## config.mk

```make
export PLATFORM = sky130hd
export DESIGN_NAME = mem_port_arbiter_flat
export DESIGN_NICKNAME = d
export VERILOG_FILES = /design/src/rtl/mem_port_arbiter_if.sv /design/src/rtl/mem_port_arbiter.sv /design/src/flat_wrapper.sv
export SDC_FILE = /design/constraint.sdc
export NUM_CORES = 1
export LEC_CHECK = 0
export ABC_AREA = 1
export BUFFER_PORTS_ARGS = -buffer_cell sky130_fd_sc_hd__buf_4
export CAP_MARGIN = 20
export CORE_AREA = 2 2 117 119
export DETAILED_ROUTE_END_ITERATION = 7
export DIE_AREA = 0 0 119 121
export GPL_TIMING_DRIVEN = 0
export PLACE_DENSITY = 0.76
export SYNTH_ARGS = -nofsm -noshare
export SYNTH_HDL_FRONTEND = slang
export SYNTH_SLANG_ARGS = --single-unit
export TNS_END_PERCENT = 10
```

## constraint.sdc

```tcl
create_clock -name clock -period 2.9 [get_ports clock]
set_clock_uncertainty 0.1 [all_clocks]
set_input_delay 0.145 -clock clock [delete_from_list [all_inputs] [get_ports clock]]
set_output_delay 0.145 -clock clock [all_outputs]
set_load 0.01 [all_outputs]
```

## src/rtl/mem_port_arbiter_if.sv

```systemverilog
// Request, grant and shared-memory signals of the memory port arbiter.
// The slave modport is the arbiter's view; master is the requester/memory side.
interface mem_port_arbiter_if;
  logic        bootWrite;
  logic [31:0] bootAddress;
  logic [31:0] bootData;
  logic        bootDone;
  logic        fetchReq;
  logic [31:0] fetchAddress;
  logic        dataRead;
  logic        dataWrite;
  logic [31:0] dataAddress;
  logic [31:0] dataWriteData;
  logic [31:0] memDataOut;
  logic [31:0] memAddress;
  logic [31:0] memData;
  logic        memWE;
  logic        memOE;
  logic        memCS;
  logic        fetchGrant;
  logic        dataGrant;
  logic        fetchValid;
  logic        dataValid;
  logic [31:0] readData;
  logic        onBios;

  modport slave (
    input  bootWrite, bootAddress, bootData, bootDone,
    input  fetchReq, fetchAddress,
    input  dataRead, dataWrite, dataAddress, dataWriteData,
    input  memDataOut,
    output memAddress, memData, memWE, memOE, memCS,
    output fetchGrant, dataGrant, fetchValid, dataValid, readData, onBios
  );

  modport master (
    output bootWrite, bootAddress, bootData, bootDone,
    output fetchReq, fetchAddress,
    output dataRead, dataWrite, dataAddress, dataWriteData,
    output memDataOut,
    input  memAddress, memData, memWE, memOE, memCS,
    input  fetchGrant, dataGrant, fetchValid, dataValid, readData, onBios
  );
endinterface

```

## src/rtl/mem_port_arbiter.sv

```systemverilog
// Single-port memory arbiter: BIOS loader in BOOT, then data-over-fetch priority in RUN.
// Define MEM_PORT_ARBITER_FAIRNESS_EN to add the fetch starvation breaker.
module mem_port_arbiter #(
  parameter int STARVE_LIMIT = 3
) (
  input logic                clock,
  input logic                reset,
  mem_port_arbiter_if.slave  bus
);

  typedef enum logic {BOOT, RUN} state_t;

  state_t      r_state, w_state_nxt;
  logic        w_bootWr, w_fetchGnt, w_dataGnt, w_dataReq, w_force;

  logic [31:0] r_memAddress_p1, r_memData_p1;
  logic        r_memWE_p1, r_memOE_p1, r_memCS_p1;
  logic        r_fetchRd_p1, r_dataRd_p1, r_dataWr_p1;
  logic [31:0] r_readData_p2;
  logic        r_fetchValid_p2, r_dataValid_p2;

  assign w_dataReq = bus.dataRead || bus.dataWrite;

`ifdef MEM_PORT_ARBITER_FAIRNESS_EN
  localparam int CNT_W = $clog2(STARVE_LIMIT + 2);
  localparam logic [CNT_W-1:0] LIMIT = CNT_W'(STARVE_LIMIT);

  logic [CNT_W-1:0] r_starveCnt;

  function automatic logic [CNT_W-1:0] sat_inc(input logic [CNT_W-1:0] v);
    return (v >= LIMIT) ? LIMIT : v + CNT_W'(1);
  endfunction

  always_ff @(posedge clock or negedge reset) begin
    if (!reset)
      r_starveCnt <= '0;
    else if (r_state == RUN) begin
      if (w_fetchGnt)
        r_starveCnt <= '0;
      else if (bus.fetchReq)
        r_starveCnt <= sat_inc(r_starveCnt);
    end
  end

  assign w_force = (r_starveCnt >= LIMIT);
`else
  assign w_force = 1'b0;
`endif

  always_ff @(posedge clock or negedge reset) begin
    if (!reset) r_state <= BOOT;
    else        r_state <= w_state_nxt;
  end

  always_comb begin
    w_state_nxt = r_state;
    w_bootWr    = 1'b0;
    w_fetchGnt  = 1'b0;
    w_dataGnt   = 1'b0;
    case (r_state)
      BOOT: begin
        w_bootWr = bus.bootWrite;
        if (bus.bootDone) w_state_nxt = RUN;
      end
      RUN: begin
        if (bus.fetchReq && (w_force || !w_dataReq)) w_fetchGnt = 1'b1;
        else if (w_dataReq)                          w_dataGnt  = 1'b1;
      end
      default: w_state_nxt = BOOT;
    endcase
  end

  // Stage p1: drive the memory bus for the access granted last cycle
  always_ff @(posedge clock or negedge reset) begin
    if (!reset) begin
      r_memAddress_p1 <= '0;
      r_memData_p1    <= '0;
      r_memWE_p1      <= 1'b0;
      r_memOE_p1      <= 1'b0;
      r_memCS_p1      <= 1'b1;
      r_fetchRd_p1    <= 1'b0;
      r_dataRd_p1     <= 1'b0;
      r_dataWr_p1     <= 1'b0;
    end else begin
      r_memWE_p1   <= w_bootWr || (w_dataGnt && bus.dataWrite);
      r_memOE_p1   <= w_fetchGnt || (w_dataGnt && !bus.dataWrite);
      r_memCS_p1   <= !(w_bootWr || w_fetchGnt || w_dataGnt);
      r_fetchRd_p1 <= w_fetchGnt;
      r_dataRd_p1  <= w_dataGnt && !bus.dataWrite;
      r_dataWr_p1  <= w_dataGnt && bus.dataWrite;
      if (w_bootWr) begin
        r_memAddress_p1 <= bus.bootAddress;
        r_memData_p1    <= bus.bootData;
      end else if (w_fetchGnt) begin
        r_memAddress_p1 <= bus.fetchAddress;
      end else if (w_dataGnt) begin
        r_memAddress_p1 <= bus.dataAddress;
        if (bus.dataWrite) r_memData_p1 <= bus.dataWriteData;
      end
    end
  end

  // Stage p2: capture read data at the end of the bus cycle and pulse valid
  always_ff @(posedge clock or negedge reset) begin
    if (!reset) begin
      r_readData_p2   <= '0;
      r_fetchValid_p2 <= 1'b0;
      r_dataValid_p2  <= 1'b0;
    end else begin
      r_fetchValid_p2 <= r_fetchRd_p1;
      r_dataValid_p2  <= r_dataRd_p1 || r_dataWr_p1;
      if (r_fetchRd_p1 || r_dataRd_p1) r_readData_p2 <= bus.memDataOut;
    end
  end

  assign bus.memAddress = r_memAddress_p1;
  assign bus.memData    = r_memData_p1;
  assign bus.memWE      = r_memWE_p1;
  assign bus.memOE      = r_memOE_p1;
  assign bus.memCS      = r_memCS_p1;
  assign bus.fetchGrant = w_fetchGnt;
  assign bus.dataGrant  = w_dataGnt;
  assign bus.fetchValid = r_fetchValid_p2;
  assign bus.dataValid  = r_dataValid_p2;
  assign bus.readData   = r_readData_p2;
  assign bus.onBios     = (r_state == BOOT);

endmodule
```

## src/flat_wrapper.sv

```systemverilog
// flat-port wrapper written by rule: the top's interface ports become plain ports
module mem_port_arbiter_flat 
#(
  parameter int STARVE_LIMIT = 3
)
  (clock, reset, bus_bootWrite, bus_bootAddress, bus_bootData, bus_bootDone, bus_fetchReq, bus_fetchAddress, bus_dataRead, bus_dataWrite, bus_dataAddress, bus_dataWriteData, bus_memDataOut, bus_memAddress, bus_memData, bus_memWE, bus_memOE, bus_memCS, bus_fetchGrant, bus_dataGrant, bus_fetchValid, bus_dataValid, bus_readData, bus_onBios);
  mem_port_arbiter_if bus_i ();
  input logic clock;
  input logic reset;
  input wire logic [$bits(bus_i.bootWrite)-1:0] bus_bootWrite;
  input wire logic [$bits(bus_i.bootAddress)-1:0] bus_bootAddress;
  input wire logic [$bits(bus_i.bootData)-1:0] bus_bootData;
  input wire logic [$bits(bus_i.bootDone)-1:0] bus_bootDone;
  input wire logic [$bits(bus_i.fetchReq)-1:0] bus_fetchReq;
  input wire logic [$bits(bus_i.fetchAddress)-1:0] bus_fetchAddress;
  input wire logic [$bits(bus_i.dataRead)-1:0] bus_dataRead;
  input wire logic [$bits(bus_i.dataWrite)-1:0] bus_dataWrite;
  input wire logic [$bits(bus_i.dataAddress)-1:0] bus_dataAddress;
  input wire logic [$bits(bus_i.dataWriteData)-1:0] bus_dataWriteData;
  input wire logic [$bits(bus_i.memDataOut)-1:0] bus_memDataOut;
  output wire logic [$bits(bus_i.memAddress)-1:0] bus_memAddress;
  output wire logic [$bits(bus_i.memData)-1:0] bus_memData;
  output wire logic [$bits(bus_i.memWE)-1:0] bus_memWE;
  output wire logic [$bits(bus_i.memOE)-1:0] bus_memOE;
  output wire logic [$bits(bus_i.memCS)-1:0] bus_memCS;
  output wire logic [$bits(bus_i.fetchGrant)-1:0] bus_fetchGrant;
  output wire logic [$bits(bus_i.dataGrant)-1:0] bus_dataGrant;
  output wire logic [$bits(bus_i.fetchValid)-1:0] bus_fetchValid;
  output wire logic [$bits(bus_i.dataValid)-1:0] bus_dataValid;
  output wire logic [$bits(bus_i.readData)-1:0] bus_readData;
  output wire logic [$bits(bus_i.onBios)-1:0] bus_onBios;
  assign bus_i.bootWrite = bus_bootWrite;
  assign bus_i.bootAddress = bus_bootAddress;
  assign bus_i.bootData = bus_bootData;
  assign bus_i.bootDone = bus_bootDone;
  assign bus_i.fetchReq = bus_fetchReq;
  assign bus_i.fetchAddress = bus_fetchAddress;
  assign bus_i.dataRead = bus_dataRead;
  assign bus_i.dataWrite = bus_dataWrite;
  assign bus_i.dataAddress = bus_dataAddress;
  assign bus_i.dataWriteData = bus_dataWriteData;
  assign bus_i.memDataOut = bus_memDataOut;
  assign bus_memAddress = bus_i.memAddress;
  assign bus_memData = bus_i.memData;
  assign bus_memWE = bus_i.memWE;
  assign bus_memOE = bus_i.memOE;
  assign bus_memCS = bus_i.memCS;
  assign bus_fetchGrant = bus_i.fetchGrant;
  assign bus_dataGrant = bus_i.dataGrant;
  assign bus_fetchValid = bus_i.fetchValid;
  assign bus_dataValid = bus_i.dataValid;
  assign bus_readData = bus_i.readData;
  assign bus_onBios = bus_i.onBios;
  mem_port_arbiter #(.STARVE_LIMIT(STARVE_LIMIT)) u_core (.clock(clock), .reset(reset), .bus(bus_i));
endmodule
```

# Yosys cells after proc, flatten, opt, wreduce, memory -nomap -nowiden
# Cells that the tools add are included.
# op_classes
n_eq_ne	1
mux	15
n_bitwise	1
n_reduce_logical	17
# ops
operator	n
$mux W32	7
$mux W1	8
$logic_or A1 B1 Y1	7
$reduce_bool A2 Y1	2
$logic_and A1 B1 Y1	3
$logic_not A1 Y1	3
$reduce_and A3 Y1	1
$reduce_bool A3 Y1	1
$ne A2 B1 Y1 const B	1
$not A1 Y1	1
# totals
ff_bits	105
inputBits	199
output_inout_bits	104

# Logic depth before layout (Yosys ltp)
# Gate-level depths: netlist (run 1).
# logic_depth
depth_word	8
mapped_depth	9

# Least setup slack after synthesis (run 1)
# Ideal clock, no wire load.
# synth_path
kind	reg2reg
start	register u_core.r_dataRd_p1
end	register u_core.r_readData_p2[10] (netlist: u_core.bus.readData[10])
setup_ns	0.125
t_arrival_ns	1.153
slack_ns	1.522
path_stages_with_launch	4
path_buffers	1
synth_period_minus_slack_ns	1.378
path_cell_list	dfrtp_1 -> nor2_1 -> buf_2 -> mux2_2
# synth_between
elab_chain_cells	1
# synth_lines
item	line	text
start: declaration	mem_port_arbiter.sv:18	logic r_fetchRd_p1, r_dataRd_p1, r_dataWr_p1;
start signal: assignment	mem_port_arbiter.sv:89	r_dataRd_p1 <= w_dataGnt && !bus.dataWrite;
$logic_or A1 B1 Y1	mem_port_arbiter.sv:112	if (r_fetchRd_p1 || r_dataRd_p1) r_readData_p2 <= bus.memDataOut;
end signal: assignment	mem_port_arbiter.sv:112	
end: declaration	mem_port_arbiter.sv:19	logic [31:0] r_readData_p2;
# Every way passes these cells.
# A chain may end at the register's enable or synchronous reset.

# Worst setup path after layout (run 1)
# layout_path
start	register u_core.r_state
end	output port bus_fetchGrant
# layout_between
elab_chain_cells	1
# layout_lines
item	line	text
start: declaration	mem_port_arbiter.sv:13	state_t r_state, w_state_nxt;
start signal: assignment	mem_port_arbiter.sv:52	else r_state <= w_state_nxt;
$mux W1	mem_port_arbiter.sv:60	case (r_state)
end: declaration	flat_wrapper.sv:26	output wire logic [$bits(bus_i.fetchGrant)-1:0] bus_fetchGrant;
# Every way passes these cells.

==> impl_metrics.ini, run 1 <==
[synthesis]
synth-warning-count = 0
synth.top_cell.area_share_pct = 51.4
syn_inst = 614
synth_seq_cells = 105
yosysTopAreaCell = dfrtp_1
syn-cell-area_um2 = 5060
synth_most_common_cell = nand2_1
syn_area_per_cell_um2 = 8.24
ys.flop_type = dfrtp_1
yosys-top-cells-count = nand2_1 (196), dfrtp_1 (104), nor2_1 (65), nand3_1 (64), o21ai_0 (63)
synth_nets = 813
synth-edff-count = 0
synth-seq-area-share_pct = 52.0
async_flop_share_pct = 100
synth_cell_types = 21
ys_top_cells_by_area = dfrtp_1 (51%), nand2_1 (15%), mux2_2 (7.1%)

[placement]
finalWeightedCongestion = 0.931
place_ws_ns = 1.11
io_buffers = 302
hpwl_um = 13000

[die]
initial_utilization_pct = 38.7
fp.dieArea_um2 = 14400
core_um2 = 13100
dieWidth_um = 119
die_y_um = 121
num_rows = 42
pin_count = 303

[sta]
worst_slack_ns = 0.862
drv_slew = 0
min_period_ns = 2.04
fin_crit_sh_pct = 70.3
relSlewSlack_pct = 53.3
rsz0062_at_grt = false
worst_pin_slew_ns = 0.700
setup_viol_count_final = 0
hold_viol_final = 0
max_freq_ghz = 0.491
finalSetupTns_ns = 0

[cts]
ctsHoldBuffers = 44
postCtsSetupBuffers = 0
tritoncts = built
clkTransAtPathRegs_ns = 0.07
clk_path_buf_depth = 2
ctsHtreeMaxLevel = 3
cts_sinks = 105
clk_latency_ns = 0.34
cts-root-buf = clkbuf_16
postCtsResizedCells = 0
cts_buffers = 9

[finish]
final_core_util_pct = 63.5
diodes = 0
drive_gt1_share_pct = 40.4
num-nets-final = 1171
syn2layout_area_growth_pct = 64.1

[grt]
grtUsageTotal_pct = 23.9
overflow = 0
grt_max_degree = 54
grt_pass1_vias = 5314
antenna_found_initial = 0
grt_pass1_wl_um = 27100

[routing]
post_drt_wl_per_cell_um = 15.2
drt-total-wl_um = 17500
firstDrtPassIters = 4
vias = 5358
ant_nets = 0
drt_iter0_markers = 306
drc = 0
viasPerCell = 4.65

[setup_path]
crit_fanout = 10
reg2reg_from = u_core.r_state$_DFF_PN0_
cp-startpoint = u_core.r_state$_DFF_PN0_
r2r_setup_slack_ns = 1.20
cp_slowest_cell = dfrtp_1
critical_path.max_stage_delay_ns = 0.44
cp.arrival_ns = 1.79
crit_chain = nand2_1 > clkinv_1 > nand2_2 > buf_2 > inv_1 > buf_4
end_kind = output port
crit_required_ns = 2.65
crit_path_start_kind = flop
crit_type = flop to output port

[power]
powerDensity_nw_per_um2 = 461
peakVddDrop_v = 0.000353
p_leak_nw = 4.46

[worst_hold_path]
hp-class = input port to flop
min_from = bus_bootData[4]

[status]
status = completed

[job]
cap_violations = 0
## per-layer routing
layer / global-route usage [%] / vias to the layer above / wire length (um) / share of wire, %
met1: 28.7 / 2440 / 6970 / 40
met5: 0 / - / 0 / 0
li1: - / 2665 / - / -
met3: 5.45 / 26 / 1200 / 6.9
met2: 43.2 / 227 / 8990 / 51
met4: 6.25 / 0 / 308 / 1.8
## path summary, 6_finish.rpt
check / cells after the start / end
max: 6 / bus_fetchGrant
min: 3 / u_core.bus.memData[4]$_DFFE_PN0P_
max reg2reg: 7 / u_core.bus.memData[29]$_DFFE_PN0P_
min reg2reg: 0 / u_core.bus.fetchValid$_DFF_PN0_
max in group asynchronous: 3 / u_core.bus.readData[23]$_DFFE_PN0P_
min in group asynchronous: 2 / u_core.bus.memData[8]$_DFFE_PN0P_
## kinds of logic (layout without fill, tap and decap cells)
family                 Yosys count  in the layout  share of synthesized area, %
and+or+nand+nor                333            333                          26.9
DFF                            105            105                          52.0
buffers and inverters           79            442                          7.62
AOI/OAI and AO/OA               65             65                          6.43
muxes                           32             32                          7.12
## where the power goes
group	total, mW	internal, mW	switching (mW)
registers	1.71	1.62	0.0889
clock network	1.17	0.600	0.574
logic	0.944	0.539	0.406
## area by class of cell
class                      instances  area [um2]
timing repair buffer             347        2740
clock inverter                     7        62.6
multi-input combinational        430        2050
tap                              176         220
inverter                          39         146
buffer                            40         239
fill                            1107        4780
sequential                       105        2630
clock buffer                       9         225
## through the flow
stage / cell area [um2] / power, mW / cells / hold WS (ns)
after floorplan: 5060 / 2.05 / 614 / -0.251
final: 8300 / 3.83 / 1153 / 0.00506
after global placement: 7550 / 2.60 / 1092 / 0.237
after CTS: 8300 / 3.85 / 1153 / 0.000181
after detailed placement: 7570 / 2.63 / 1093 / 0.136
after global routing: 8300 / 4.02 / 1153 / 0.0270
## registers in the layout, summed over array words and instances (netlist names)
| name | count |
|---|---|
| u_core.bus.memWE | 1 |
| u_core.r_dataWr_p1 | 1 |
| u_core.r_dataRd_p1 | 1 |
| u_core.r_state | 1 |
| u_core.bus.readData | 32 |
| u_core.bus.memCS | 1 |
| u_core.bus.dataValid | 1 |
| u_core.r_fetchRd_p1 | 1 |
| u_core.bus.fetchValid | 1 |
| u_core.bus.memOE | 1 |
| u_core.bus.memData | 32 |
| u_core.bus.memAddress | 32 |
## layout by cell type (no fill, tap or decap), drive strengths merged
cell type,n
dlygate4sd3,44
nand2,198
nor2,68
inv,41
a21oi,1
mux2,32
o21ai,64
dfrtp,104
clkinv,2
or2,3
nand3,64
clkinvlp,3
clkbuf,16
dfstp,1
buf,336
## critical path, delay by kind of cell, from the launching register on
kind / cells / cell delay, ns
flip-flops: 1 / 0.44
buffers and inverters: 4 / 0.68
AND/OR/NAND/NOR: 2 / 0.32
Note: power is estimated with default switching activity, not from simulation.
==> run 2: changes to the inputs <==
--- a/config.mk
+++ b/config.mk
@@ -8,11 +8,11 @@
 export ABC_AREA = 1
 export BUFFER_PORTS_ARGS = -buffer_cell sky130_fd_sc_hd__buf_4
 export CAP_MARGIN = 20
-export CORE_AREA = 2 2 117 119
+export CORE_AREA = 2 2 116 118
 export DETAILED_ROUTE_END_ITERATION = 7
-export DIE_AREA = 0 0 119 121
+export DIE_AREA = 0 0 118 120
 export GPL_TIMING_DRIVEN = 0
-export PLACE_DENSITY = 0.76
+export PLACE_DENSITY = 0.8
 export SYNTH_ARGS = -nofsm -noshare
 export SYNTH_HDL_FRONTEND = slang
 export SYNTH_SLANG_ARGS = --single-unit
==> constraint.sdc (replaced) <==
create_clock -name clock -period 1.7 [get_ports clock]
set_clock_uncertainty 0.1 [all_clocks]
set_input_delay 0.085 -clock clock [delete_from_list [all_inputs] [get_ports clock]]
set_output_delay 0.085 -clock clock [all_outputs]
set_load 0.01 [all_outputs]
==> run 2 against run 1 <==
Global-route usage increased by 5.4 points. Worst setup slack got worse by 0.84 ns. Sequential power increased by 71%.
==> impl_metrics.ini, run 2 (synthesis gave the netlist of run 1 again) <==
[sta]
worst_slack_ns = 0.0172
max_freq_ghz = 0.594
rsz0062_at_grt = true
whs_ns = 0.00618
worst_pin_slew_ns = 0.500
setup_viol_count_final = 0
relSlewSlack_pct = 66.6
min_period_ns = 1.68
drv_slew = 0
fin_crit_sh_pct = 99.0
hold_viol_final = 0

[setup_path]
crit_fanout = 16
crit_required_ns = 1.51
crit_path_start_kind = flop
end_kind = output port
cp.arrival_ns = 1.50
reg2reg_depth = 8
r2r-end = u_core.bus.memAddress[11]$_DFFE_PN0P_
crit_type = flop to output port
r2r_setup_slack_ns = 0.04
reg2reg_from = u_core.r_state$_DFF_PN0_

[routing]
dr.max_layer_used = met4
drt_iter0_markers = 503
post_drt_wl_per_cell_um = 16.4
drt-total-wl_um = 20800
firstDrtPassIters = 7
vias = 6222
viasPerCell = 4.90
drc = 0
ant_nets = 0
dr_wl_met2_um = 10700
wl_met1_um = 7870
dr_wl_met3_um = 1510

[die]
num_rows = 42
dieWidth_um = 118
fp.dieArea_um2 = 14200
pin_count = 303
core_um2 = 13000
initial_utilization_pct = 39.0
die_y_um = 120

[finish]
final_common_cell = buf_4
final_cell_mix = buf_4 (313), nand2_1 (196), dlygate4sd3_1 (159), dfrtp_1 (104)
n_fill_cell = 844
syn2layout_area_growth_pct = 87.9
num-nets-final = 1285
drive_gt1_share_pct = 36.6

[job]
cap_violations = 0

[cts]
clk_path_buf_depth = 2
cts-root-buf = clkbuf_16
cts_buffers = 9
clk_latency_ns = 0.34
postCtsSetupBuffers = 0
clkTransAtPathRegs_ns = 0.07
ctsHtreeMaxLevel = 3
cts_sinks = 105
tritoncts = built

[power]
peakVddDrop_v = 0.000551
powerDensity_nw_per_um2 = 734
p_leak_nw = 4.99

[grt]
grt_pass1_vias = 6369
grt_pass1_wl_um = 32700
antenna_found_initial = 1
grtUsageTotal_pct = 29.3
overflow = 0
grt_max_degree = 71

[placement]
place_ws_ns = 0.0729
finalWeightedCongestion = 0.895
hpwl_um = 12700
io_buffers = 302

[worst_hold_path]
hold_depth = 5
min_from = bus_dataWriteData[8]
hp-class = input port to flop
whs_endpoint = u_core.bus.memData[8]$_DFFE_PN0P_

[status]
status = completed
[run 2: through the flow]
stage / power (mW) / cell area [um2] / cells / setup TNS (ns) / utilization, %
6_report: 6.98 / 9510 / 1269 / 0 / 73.3
5_1_grt: 7.27 / 9510 / 1268 / -0.0843 / 73.2
4_1_cts: 6.92 / 9480 / 1267 / 0 / 73.0
3_5_place_dp: 4.48 / 7570 / 1093 / 0 / 58.4
3_3_place_gp: 4.43 / 7550 / 1092 / 0 / 58.1
2_1_floorplan: 3.50 / 5060 / 614 / 0 / -
[run 2: power breakdown]
part | internal, mW | switching, mW | total [mW]
logic | 1.09 | 0.779 | 1.87
registers | 2.77 | 0.161 | 2.93
clock network | 1.23 | 0.941 | 2.17
total | 5.09 | 1.88 | 6.98
[run 2: routing by layer]
| metal | global-route usage, % | up-vias |
|---|---|---|
| met4 | 13.8 | 0 |
| met1 | 34.5 | 2898 |
| met3 | 5.66 | 63 |
| met5 | 0 | - |
| met2 | 51.5 | 375 |
| li1 | - | 2886 |
[run 2: cell type report]
| class | instances | area [um2] | share of cell area (%) |
|---|---|---|---|
| repair buffers | 462 | 3890 | 40.9 |
| clock buffers | 11 | 253 | 2.66 |
| plain buffers | 39 | 254 | 2.67 |
| multi-input cells | 430 | 2050 | 21.6 |
| diodes | 2 | 5.00 | 0.0526 |
| clock inverters | 5 | 60.1 | 0.632 |
| well taps | 176 | 220 | 2.32 |
| inverters | 39 | 148 | 1.55 |
| flip-flops and latches | 105 | 2630 | 27.6 |
[run 2: timing repair]
item,4_1_cts,5_1_grt
pin swaps,0,0
endpoints found under the hold margin,131,0
resized for setup,2,16
hold buffers,159,0
endpoints found under the setup margin,1,32
[run 2: worst max path at each step]
stage	start	to	slack [ns]
after floorplan	u_core.r_dataRd_p1$_DFF_PN0_	u_core.bus.readData[10]$_DFFE_PN0P_	0.32
after global placement	u_core.r_state$_DFF_PN0_	u_core.bus.memAddress[20]$_DFFE_PN0P_	0.04
after detailed placement	u_core.r_state$_DFF_PN0_	u_core.bus.memAddress[20]$_DFFE_PN0P_	0.07
after CTS	u_core.r_state$_DFF_PN0_	bus_fetchGrant	0.02
after global routing	u_core.r_state$_DFF_PN0_	bus_fetchGrant	-0.03
final	u_core.r_state$_DFF_PN0_	bus_fetchGrant	0.02
[run 2: worst max-delay path, cell delays in order (launching register included)]
cell,delay [ns]
dfrtp_1,0.43
nand2_1,0.12
clkinv_2,0.14
nand2_4,0.21
inv_1,0.10
buf_4,0.16
==> run 3: changes to the inputs <==
--- a/config.mk
+++ b/config.mk
@@ -12,7 +12,7 @@
 export DETAILED_ROUTE_END_ITERATION = 7
 export DIE_AREA = 0 0 118 120
 export GPL_TIMING_DRIVEN = 0
-export PLACE_DENSITY = 0.8
+export PLACE_DENSITY = 0.77
 export SYNTH_ARGS = -nofsm -noshare
 export SYNTH_HDL_FRONTEND = slang
 export SYNTH_SLANG_ARGS = --single-unit
==> run 3 against run 2 <==
The run now ends with hold timing left. Clock power down 12%. Fmax increased by 4.2%. Register-to-register slack improved by 0.06 ns. Clock-buffer cell count rose by 2. Worst hold slack worse by 0.025 ns. Via count is 1.4% higher. Critical endpoint unchanged. Highest routed layer unchanged.
==> impl_metrics.ini, run 3 (synthesis gave the netlist of run 1 again) <==
[routing]
drt_iter0_markers = 496
post_drt_wl_per_cell_um = 16.9
ant_nets = 0
firstDrtPassIters = 6
wl_met1_um = 8020
viasPerCell = 4.92
dr.max_layer_used = met4
vias = 6311
drt-total-wl_um = 21700
dr_wl_met3_um = 1570
dr_wl_met2_um = 11100
drc = 0

[power]
powerDensity_nw_per_um2 = 702
seqPwrFrac_pct = 43.3
peakVddDrop_v = 0.000421
power_frac_comb_pct = 28.4
p_int_mw = 4.89
finalPower_mw = 6.75
power_switching_mw = 1.87
p_leak_nw = 5.01
swShare_pct = 27.7
clockPowerShare_pct = 28.3

[setup_path]
crit_type = flop to output port
cp.arrival_ns = 1.43
r2r-end = u_core.bus.memAddress[9]$_DFFE_PN0P_
crit_path_start_kind = flop
crit_required_ns = 1.51
reg2reg_depth = 8
r2r_setup_slack_ns = 0.10
end_kind = output port
reg2reg_from = u_core.r_state$_DFF_PN0_
crit_fanout = 10

[finish]
syn2layout_area_growth_pct = 90.2
num-nets-final = 1300
post_layout_nonfiller_instances = 1283
final_cell_mix = buf_4 (312), nand2_1 (195), dlygate4sd3_1 (173), dfrtp_1 (103), nand3_1 (64)
n_fill_cell = 826
final_core_util_pct = 74.1
final_common_cell = buf_4
drive_gt1_share_pct = 36.0
final_area_um2 = 9620

[worst_hold_path]
hold_depth = 3
min_from = bus_bootData[27]
hp-class = input port to flop
whs_endpoint = u_core.bus.memData[27]$_DFFE_PN0P_

[placement]
dp.cells = 1093
io_buffers = 302
hpwl_um = 12700
place_area_um2 = 7570
finalWeightedCongestion = 0.885
place_ws_ns = 0.0537

[sta]
min_period_ns = 1.62
worst_pin_slew_ns = 0.761
max_freq_ghz = 0.619
relSlewSlack_pct = 49.3
hold_viol_final = 2
finalSetupTns_ns = 0
rsz0062_at_grt = false
whs_ns = -0.0187
fin_crit_sh_pct = 95.0
worst_slack_ns = 0.0845
setup_viol_count_final = 0
drv_slew = 0

[cts]
cts_buffers = 9
clk_latency_ns = 0.35
cts-root-buf = clkbuf_16
tritoncts = built
clkTransAtPathRegs_ns = 0.06
clk_path_buf_depth = 2
ctsHtreeMaxLevel = 3
postCtsSetupBuffers = 0
cts_sinks = 105

[grt]
antenna_found_initial = 1
overflow = 0
grt_pass1_wl_um = 33900
grt_max_degree = 57
grt_pass1_vias = 6667
grtUsageTotal_pct = 30.7

[die]
initial_utilization_pct = 39.0
core_um2 = 13000
num_rows = 42
pin_count = 303
dieWidth_um = 118
die_y_um = 120
fp.dieArea_um2 = 14200

[status]
status = complete, but fails checks
violations = hold timing

[job]
cap_violations = 0
==> run 3: metal layers <==
| layer | global-route usage (%) | up-vias |
|---|---|---|
| li1 | - | 2926 |
| met1 | 35.0 | 2944 |
| met2 | 53.7 | 358 |
| met3 | 7.27 | 83 |
| met4 | 16.0 | 0 |
| met5 | 0 | - |
==> run 3: cell type report <==
cell class	instances	area [um2]	area share, %
plain buffers	40	262	2.72
clock inverters	3	21.3	0.221
flip-flops and latches	105	2630	27.3
repair buffers	476	4030	41.8
multi-input cells	430	2070	21.5
clock buffers	13	240	2.50
well taps	176	220	2.29
inverters	39	151	1.57
diodes	1	2.50	0.0260
==> run 3: worst max-delay path by stage <==
stage                                             from                                     to  slack, ns  depth (start not counted)
final                         u_core.r_state$_DFF_PN0_                         bus_fetchGrant       0.08                          6
after global routing          u_core.r_state$_DFF_PN0_                         bus_fetchGrant      0.009                          6
after CTS                     u_core.r_state$_DFF_PN0_     u_core.bus.memData[27]$_DFFE_PN0P_       0.03                          7
after detailed placement      u_core.r_state$_DFF_PN0_  u_core.bus.memAddress[20]$_DFFE_PN0P_       0.05                          8
after global placement        u_core.r_state$_DFF_PN0_  u_core.bus.memAddress[20]$_DFFE_PN0P_       0.06                          8
after floorplan           u_core.r_dataRd_p1$_DFF_PN0_    u_core.bus.readData[10]$_DFFE_PN0P_       0.32                          3
==> run 3: worst max-delay path, stage by stage, from the launching register on <==
cell	delay (ns)
dfrtp_2	0.43
nand2_2	0.10
clkinv_4	0.10
nand2_8	0.10
buf_8	0.14
inv_1	0.07
buf_4	0.15
==> run 3: power by group through the flow <==
stage	clock network (mW)	registers, mW	logic [mW]
after detailed placement	0	2.95	1.52
final	1.91	2.92	1.92
after global routing	2.06	2.95	2.05
after global placement	0	2.94	1.49
after floorplan	0	3.07	0.430
after CTS	1.94	2.90	1.85
==> run 3: timing repair <==
| item | CTS | global route |
|---|---|---|
| hold endpoints to repair | 150 | 0 |
| endpoints found under the setup margin | 1 | 61 |
| hold buffers | 173 | 0 |
| resized for setup | 6 | 15 |
